<file path="config.mk">
export PLATFORM = sky130hd
export DESIGN_NAME = pipeline_ctrl_flat
export DESIGN_NICKNAME = d
export VERILOG_FILES = /design/src/rtl/pipeline_ctrl_if.sv /design/src/rtl/pipeline_ctrl.sv /design/src/flat_wrapper.sv
export SDC_FILE = /design/constraint.sdc
export NUM_CORES = 1
export LEC_CHECK = 0
export ABC_AREA = 1
export CORE_UTILIZATION = 40
export CTS_BUF_LIST = sky130_fd_sc_hd__clkbuf_16
export DETAILED_ROUTE_END_ITERATION = 12
export MAX_ROUTING_LAYER = met4
export PLACE_DENSITY = 0.86
export RECOVER_POWER = 25
export SKIP_CTS_REPAIR_TIMING = 1
export SYNTH_ARGS = -nofsm -noshare
export SYNTH_HDL_FRONTEND = slang
export SYNTH_SLANG_ARGS = --single-unit
</file>
<file path="constraint.sdc">
create_clock -name CLK -period 1.7 [get_ports CLK]
set_clock_uncertainty 0.15 [all_clocks]
set_input_delay 0.255 -clock CLK [delete_from_list [all_inputs] [get_ports CLK]]
set_output_delay 0.255 -clock CLK [all_outputs]
set_load 0.005 [all_outputs]
</file>
<file path="src/rtl/pipeline_ctrl_if.sv">
// Control bundle between the pipeline latches and the hazard controller.
// slave: the controller side; master: the pipeline/datapath side.
interface pipeline_ctrl_if #(
   parameter int unsigned CNT_W = 16
);
   logic             ihit;
   logic             dhit;
   logic [4:0]       ifid_Rs;
   logic [4:0]       ifid_Rt;
   logic             idex_DRen;
   logic [4:0]       idex_Rt;
   logic             exmem_DRen;
   logic             exmem_DWen;
   logic             exmem_pcsrc;
   logic             exmem_halt;

   logic             pc_en;
   logic             ifid_en;
   logic             idex_en;
   logic             exmem_en;
   logic             memwb_en;
   logic             ifid_flush;
   logic             idex_flush;
   logic             exmem_flush;
   logic             memwb_flush;
   logic             dmem_ren;
   logic             dmem_wen;
   logic             halt;
   logic [CNT_W-1:0] stall_cnt;

   modport slave (
      input  ihit, dhit, ifid_Rs, ifid_Rt, idex_DRen, idex_Rt,
             exmem_DRen, exmem_DWen, exmem_pcsrc, exmem_halt,
      output pc_en, ifid_en, idex_en, exmem_en, memwb_en,
             ifid_flush, idex_flush, exmem_flush, memwb_flush,
             dmem_ren, dmem_wen, halt, stall_cnt
   );

   modport master (
      output ihit, dhit, ifid_Rs, ifid_Rt, idex_DRen, idex_Rt,
             exmem_DRen, exmem_DWen, exmem_pcsrc, exmem_halt,
      input  pc_en, ifid_en, idex_en, exmem_en, memwb_en,
             ifid_flush, idex_flush, exmem_flush, memwb_flush,
             dmem_ren, dmem_wen, halt, stall_cnt
   );
endinterface

</file>
<file path="src/rtl/pipeline_ctrl.sv">
// Hazard and sequencing controller for the five-stage pipeline: latch enables/flushes,
// data-memory request gating, halt tracking and a saturating stall-cycle counter.
module pipeline_ctrl #(
   parameter int unsigned CNT_W = 16
) (
   input  logic           CLK,
   input  logic           nRST,
   pipeline_ctrl_if.slave pif
);

   typedef enum logic [1:0] {StRun, StMemWait, StHalted} state_e;

   state_e           state_q, state_d;
   logic             halt_q, halt_d;
   logic [CNT_W-1:0] cnt_q;
   logic             stall_inc;
   logic             memop;
   logic             luse;

   assign memop = pif.exmem_DRen | pif.exmem_DWen;
   // Register 0 is hardwired, so a load targeting it never creates a dependency.
   assign luse  = pif.idex_DRen && (pif.idex_Rt != 5'd0) &&
                  ((pif.idex_Rt == pif.ifid_Rs) || (pif.idex_Rt == pif.ifid_Rt));

   assign pif.halt      = halt_q;
   assign pif.stall_cnt = cnt_q;

   // Next state and latch controls; hazards resolved in fixed priority order.
   always_comb begin
      state_d         = state_q;
      halt_d          = halt_q;
      stall_inc       = 1'b0;
      pif.pc_en       = 1'b0;
      pif.ifid_en     = 1'b0;
      pif.idex_en     = 1'b0;
      pif.exmem_en    = 1'b0;
      pif.memwb_en    = 1'b0;
      pif.ifid_flush  = 1'b0;
      pif.idex_flush  = 1'b0;
      pif.exmem_flush = 1'b0;
      pif.memwb_flush = 1'b0;
      pif.dmem_ren    = 1'b0;
      pif.dmem_wen    = 1'b0;

      if (!nRST) begin
         // Bubble every latch while reset is held.
         pif.ifid_flush  = 1'b1;
         pif.idex_flush  = 1'b1;
         pif.exmem_flush = 1'b1;
         pif.memwb_flush = 1'b1;
      end else if (state_q != StHalted) begin
         state_d      = StRun;
         pif.pc_en    = 1'b1;
         pif.ifid_en  = 1'b1;
         pif.idex_en  = 1'b1;
         pif.exmem_en = 1'b1;
         pif.memwb_en = 1'b1;
         pif.dmem_ren = pif.exmem_DRen;
         pif.dmem_wen = pif.exmem_DWen;

         if (memop && !pif.dhit) begin
            pif.pc_en       = 1'b0;
            pif.ifid_en     = 1'b0;
            pif.idex_en     = 1'b0;
            pif.exmem_en    = 1'b0;
            pif.memwb_en    = 1'b0;
            pif.memwb_flush = 1'b1;
            state_d         = StMemWait;
            stall_inc       = 1'b1;
         end else if (pif.exmem_halt) begin
            // Let the halt retire into MEM/WB, squash everything younger.
            pif.pc_en       = 1'b0;
            pif.ifid_en     = 1'b0;
            pif.idex_en     = 1'b0;
            pif.exmem_en    = 1'b0;
            pif.idex_flush  = 1'b1;
            pif.exmem_flush = 1'b1;
            state_d         = StHalted;
            halt_d          = 1'b1;
         end else if (pif.exmem_pcsrc) begin
            pif.ifid_flush  = 1'b1;
            pif.idex_flush  = 1'b1;
            pif.exmem_flush = 1'b1;
         end else if (luse) begin
            // Holding IF/ID here also covers a concurrent fetch miss.
            pif.pc_en      = 1'b0;
            pif.ifid_en    = 1'b0;
            pif.idex_flush = 1'b1;
            stall_inc      = 1'b1;
         end else if (!pif.ihit) begin
            pif.pc_en      = 1'b0;
            pif.ifid_flush = 1'b1;
         end
      end
   end

   // State, halt flag and saturating stall counter.
   always_ff @(posedge CLK) begin
      if (!nRST) begin
         state_q <= StRun;
         halt_q  <= 1'b0;
         cnt_q   <= '0;
      end else begin
         state_q <= state_d;
         halt_q  <= halt_d;
         if (stall_inc && (cnt_q != {CNT_W{1'b1}})) begin
            cnt_q <= cnt_q + CNT_W'(1);
         end
      end
   end

endmodule

</file>
<file path="src/flat_wrapper.sv">
// flat-port wrapper written by rule: the top's interface ports become plain ports
module pipeline_ctrl_flat 
#(
   parameter int unsigned CNT_W = 16
)
  (CLK, nRST, pif_ihit, pif_dhit, pif_ifid_Rs, pif_ifid_Rt, pif_idex_DRen, pif_idex_Rt, pif_exmem_DRen, pif_exmem_DWen, pif_exmem_pcsrc, pif_exmem_halt, pif_pc_en, pif_ifid_en, pif_idex_en, pif_exmem_en, pif_memwb_en, pif_ifid_flush, pif_idex_flush, pif_exmem_flush, pif_memwb_flush, pif_dmem_ren, pif_dmem_wen, pif_halt, pif_stall_cnt);
  pipeline_ctrl_if #(.CNT_W(CNT_W)) pif_i ();
  input  logic CLK;
  input  logic nRST;
  input wire logic [$bits(pif_i.ihit)-1:0] pif_ihit;
  input wire logic [$bits(pif_i.dhit)-1:0] pif_dhit;
  input wire logic [$bits(pif_i.ifid_Rs)-1:0] pif_ifid_Rs;
  input wire logic [$bits(pif_i.ifid_Rt)-1:0] pif_ifid_Rt;
  input wire logic [$bits(pif_i.idex_DRen)-1:0] pif_idex_DRen;
  input wire logic [$bits(pif_i.idex_Rt)-1:0] pif_idex_Rt;
  input wire logic [$bits(pif_i.exmem_DRen)-1:0] pif_exmem_DRen;
  input wire logic [$bits(pif_i.exmem_DWen)-1:0] pif_exmem_DWen;
  input wire logic [$bits(pif_i.exmem_pcsrc)-1:0] pif_exmem_pcsrc;
  input wire logic [$bits(pif_i.exmem_halt)-1:0] pif_exmem_halt;
  output wire logic [$bits(pif_i.pc_en)-1:0] pif_pc_en;
  output wire logic [$bits(pif_i.ifid_en)-1:0] pif_ifid_en;
  output wire logic [$bits(pif_i.idex_en)-1:0] pif_idex_en;
  output wire logic [$bits(pif_i.exmem_en)-1:0] pif_exmem_en;
  output wire logic [$bits(pif_i.memwb_en)-1:0] pif_memwb_en;
  output wire logic [$bits(pif_i.ifid_flush)-1:0] pif_ifid_flush;
  output wire logic [$bits(pif_i.idex_flush)-1:0] pif_idex_flush;
  output wire logic [$bits(pif_i.exmem_flush)-1:0] pif_exmem_flush;
  output wire logic [$bits(pif_i.memwb_flush)-1:0] pif_memwb_flush;
  output wire logic [$bits(pif_i.dmem_ren)-1:0] pif_dmem_ren;
  output wire logic [$bits(pif_i.dmem_wen)-1:0] pif_dmem_wen;
  output wire logic [$bits(pif_i.halt)-1:0] pif_halt;
  output wire logic [$bits(pif_i.stall_cnt)-1:0] pif_stall_cnt;
  assign pif_i.ihit = pif_ihit;
  assign pif_i.dhit = pif_dhit;
  assign pif_i.ifid_Rs = pif_ifid_Rs;
  assign pif_i.ifid_Rt = pif_ifid_Rt;
  assign pif_i.idex_DRen = pif_idex_DRen;
  assign pif_i.idex_Rt = pif_idex_Rt;
  assign pif_i.exmem_DRen = pif_exmem_DRen;
  assign pif_i.exmem_DWen = pif_exmem_DWen;
  assign pif_i.exmem_pcsrc = pif_exmem_pcsrc;
  assign pif_i.exmem_halt = pif_exmem_halt;
  assign pif_pc_en = pif_i.pc_en;
  assign pif_ifid_en = pif_i.ifid_en;
  assign pif_idex_en = pif_i.idex_en;
  assign pif_exmem_en = pif_i.exmem_en;
  assign pif_memwb_en = pif_i.memwb_en;
  assign pif_ifid_flush = pif_i.ifid_flush;
  assign pif_idex_flush = pif_i.idex_flush;
  assign pif_exmem_flush = pif_i.exmem_flush;
  assign pif_memwb_flush = pif_i.memwb_flush;
  assign pif_dmem_ren = pif_i.dmem_ren;
  assign pif_dmem_wen = pif_i.dmem_wen;
  assign pif_halt = pif_i.halt;
  assign pif_stall_cnt = pif_i.stall_cnt;
  pipeline_ctrl #(.CNT_W(CNT_W)) u_core (.CLK(CLK), .nRST(nRST), .pif(pif_i));
endmodule
</file>
Word-level counts from Yosys, hierarchy flattened
Cells that the tools add are included.
{ "classes": {"n_addsub": 1, "eq_ne": 4, "n_mux": 52, "bitwise": 2, "n_reduce_logical": 8} }
{ "ops": {"columns": ["op", "n"], "rows": [
  ["2-to-1 mux 1 bit", 50],
  ["adder 16 x 1 -> 16 bit (second input constant)", 1],
  ["inequality test 16 bit (second input constant)", 1],
  ["== test 5 bit", 2],
  ["nonzero test 5 bit", 1],
  ["logical AND 1 bit", 4],
  ["2-to-1 mux 2 bit", 2],
  ["AND reduction 3 bit", 1],
  ["inequality test 2 bit (second input constant)", 1],
  ["zero test 1 bit", 1],
  ["logical OR 1 bit", 1],
  ["NOT 1 bit", 1],
  ["bitwise OR 1 bit", 1]
]} }
{ "totals": {"ff_bits": 19, "in_bits": 24, "out_inout_bits": 28, "word_cells": 70} }

Logic depth before layout (Yosys ltp)
{ "depth": {"ltp_word": 10, "ltp_mapped": 13, "ltp_nobuf": 12} }

Worst setup path before layout
Ideal clock, no wire load.
{ "synth_path": {"path_type": "register to register", "start": "reg u_core.cnt_q[0], in the netlist u_core.pif.stall_cnt[0]", "end": "reg u_core.cnt_q[8], in the netlist u_core.pif.stall_cnt[8]", "setup_time_ns": 0.113, "t_arrival_ns": 1.430, "required_time_ns": 1.437, "path_slack_ns": 0.007, "path_stages_with_launch": 10, "path_buffers": 0, "period_less_slack_ns": 1.693, "path_cell_list": "dfxtp_1 -> ha_1 -> nand2_1 -> nor2_1 -> nand4_2 -> nand3_1 -> nor3_1 -> nand3_1 -> nand2_1 -> nor2_1"} }
{ "synth_between": {"elab_chain_len": 2, "word_cells_on_any_way": 3, "cone_classes": "add/sub: 1; eq/ne: 1; reduce/logical: 1"} }
{ "synth_lines": {"columns": ["element", "line_no", "rtl"], "rows": [
  ["start, declared", "pipeline_ctrl.sv:15", "logic [CNT_W-1:0] cnt_q;"],
  ["start signal, assigned", "pipeline_ctrl.sv:107", "cnt_q <= cnt_q + CNT_W'(1);"],
  ["branches (longest 2 deep; another with adder 16 x 1 -> 16 bit)", null, null]
]} }
Parallel ways; which one is timed is not known.
A chain may end at the register's enable or synchronous reset.

Worst setup path in the final report
{ "layout_path": {"start": "reg u_core.state_q[1]", "end": "out pif_idex_flush"} }
{ "layout_between": {"elab_chain_len": 3} }
{ "layout_lines": {"columns": ["element", "line_no", "rtl"], "rows": [
  ["start, declared", "pipeline_ctrl.sv:13", "state_e state_q, state_d;"],
  ["start signal, assigned", "pipeline_ctrl.sv:100", "state_q <= StRun;"],
  ["start signal, assigned", "pipeline_ctrl.sv:104", "state_q <= state_d;"],
  ["inequality test 2 bit", "pipeline_ctrl.sv:51", "end else if (state_q != StHalted) begin"],
  ["2-to-1 mux 1 bit", "pipeline_ctrl.sv:51", null],
  ["2-to-1 mux 1 bit", "pipeline_ctrl.sv:45", "if (!nRST) begin"],
  ["end, declared", "flat_wrapper.sv:26", "output wire logic [$bits(pif_i.idex_flush)-1:0] pif_idex_flush;"]
]} }
No other way between the ends.

==> results.toml <==
[outcome]
status = "finished with violations"
violations = "negative setup slack"

[worst_setup_path]
worstSetupEndpoint = "pif_idex_flush"
path_max_fanout = 3
reg2regPathDepth = 12
setup.worst_path.start = "u_core.state_q[1]"
r2r-start = "u_core.state_q[1]"
start_kind = "flip-flop"
cp.arrival_ps = 1500
rrSetupSlack_ps = -90
worstSetupPathType = "reg -> out"
worstReg2RegEnd = "u_core.pif.stall_cnt[11]"
cp.required_ps = 1290
end_kind = "output port"

[grt]
grt_max_degree = 30
grtUsageTotal = 0.220
grt_pass1_wl_um = 6130
first_global_vias = 1535
antenna_found_initial = 0
overflow = 0

[floorplanning]
floorplan.rows = 21
io_pins = 52
core_area_mm2 = 0.00334
initial_core_util = 0.420
dieHeight_um = 61.2
die_area_mm2 = 0.00374
chipWidth_um = 61.2

[synth]
syn_inst = 240
syn_avg_cell_area_um2 = 5.83
syn-num-nets = 265
ys_types = 25
yosys_warnings = 0
synth_area_mm2 = 0.00140
seq_area_frac_synth = 0.272
yosys_register_bits = 19

[placement]
dp_hpwl_um = 2860
place.gp.congestion = 0.799
place_ws_ps = -643
port_buffers = 51

[drt]
drt-initial-drc-count = 134
drc = 0
vias_per_cell = 5.16
drtPass1Iterations = 5
finalWirelength_um = 5320
vias = 1946
wl_per_cell_um = 14.1
antenna_left = 0

[sta]
setup_viol = 8
relSlewSlack = 0.762
fin_ws_ps = -202
hold_violations = 0
rsz0062_at_grt = "true"
fmax_mhz = 526
fin_crit_sh = 1.12
max_slew.worst_pin.slew_ps = 354
period_minus_slack_ps = 1900
slew_viol_final = 0

[worst_hold_path]
min_path_type = "in -> reg"

[clocking]
cts.sinks = 19
cts_root_buf = "clkbuf_16"
numCtsBuffers = 3
clk_latency_ps = 250
clock_path_buffers = 2
cts_tree = "yes"
cts_max_level = 1
path_clk_slew_ps = 60

[layout]
n_antenna_cell = 0
nNetsFinal = 357
layout-drive-gt1-share = 0.378
synthToLayoutAreaGrowth_pct = 85.8

[pwr]
leakage_nw = 1.41
powerDensity_mw_per_mm2 = 507
p_total_w = 0.00132
ir_drop_mv = 0.384

[flow_run]
maxCapViolCount = 0
==> kinds of logic (layout without fill, tap and decap cells) <==
logic type               count (synthesis)  after routing  share of synthesized area
AND/OR/NAND/NOR                        152            152                      0.454
buffers and inverters                   46            137                      0.147
AO/OA/AOI/OAI                           19             19                      0.100
flip-flops                              19             19                      0.272
XOR/XNOR                                 3              3                     0.0188
adder cells (fa/ha/maj)                  1              1                    0.00894
==> cell usage in the layout, fill, tap and decap left out, types with 10 or more instances in the layout <==
master,netlist,layout
nand2_1,72,62
a21oi_2,11,10
nand3_1,19,16
buf_4,2,34
inv_2,8,12
clkdlybuf4s50_1,0,17
inv_1,31,27
dfxtp_1,19,10
nor2_1,45,35
dlymetal6s2s_1,0,22
==> cell usage after synthesis (all sizes together) <==
cell,count,area (um2)
a31o,1,8.76
a21oi,15,116
buf,5,51.3
dfxtp,19,380
xnor2,2,17.5
clkinv,1,3.75
nand4,4,31.3
nand3b,1,7.51
nor3,8,40.0
o21ai,3,15.0
nand2,74,283
ha,1,12.5
inv,39,146
nor2,45,169
clkbuf,1,3.75
xor2,1,8.76
nand3,20,105
==> flip-flops by register name, summed over array words and instances, names as in the netlist <==
name / cells
u_core.pif.stall_cnt: 16
u_core.pif.halt: 1
u_core.state_q: 2
==> through the flow <==
| stage | util | cells | setup TNS, ps | hold slack (ps) | cell area (um2) |
|---|---|---|---|---|---|
| after global routing | 0.780 | 377 | -1710 | 219 | 2600 |
| after floorplan | - | 240 | 0 | 270 | 1400 |
| after global placement | 0.642 | 360 | -11120 | 297 | 2140 |
| after CTS | 0.666 | 364 | -7940 | 324 | 2220 |
| after detailed placement | 0.642 | 360 | -11980 | 305 | 2140 |
| final | 0.780 | 377 | -369 | 210 | 2600 |
==> power by group <==
group | switching, W | total [W] | internal [W]
registers | 0.0000107 | 0.000467 | 0.000457
clock network | 0.000180 | 0.000496 | 0.000316
logic | 0.000164 | 0.000355 | 0.000191
==> worst min path at each step <==
stage	depth (start not counted)	to	from	slack, ps
detailed placement	2	u_core.pif.halt	u_core.pif.halt	310
floorplan	2	u_core.pif.halt	pif_exmem_halt	270
CTS	2	u_core.pif.halt	u_core.pif.halt	320
finish	4	u_core.state_q[0]	pif_dhit	210
global placement	2	u_core.pif.halt	u_core.pif.halt	300
global route	4	u_core.state_q[0]	pif_dhit	220
==> worst max-delay path, stage by stage, from the launching register on <==
cell and delay (ps):
dfxtp_2 320, inv_2 40, nor2_4 120, buf_6 110
nor2_4 30, o21ai_1 80, nand2_1 110, buf_6 130
a31o_4 200, buf_6 110
==> layer usage <==
metal / track usage / share of wire
met5: - / 0
met1: 0.251 / 0.37
met4: 0.0682 / 0.036
met2: 0.393 / 0.54
met3: 0.0357 / 0.052
==> area by class of cell <==
type | instances | area [um2]
fillers | 219 | 736
inverters | 40 | 150
clock buffers | 3 | 75.1
well taps | 46 | 57.6
clock inverters | 1 | 5.00
repair buffers | 93 | 906
multi-input cells | 175 | 1010
flip-flops and latches | 19 | 397
Power figures use the tool's default switching activity.
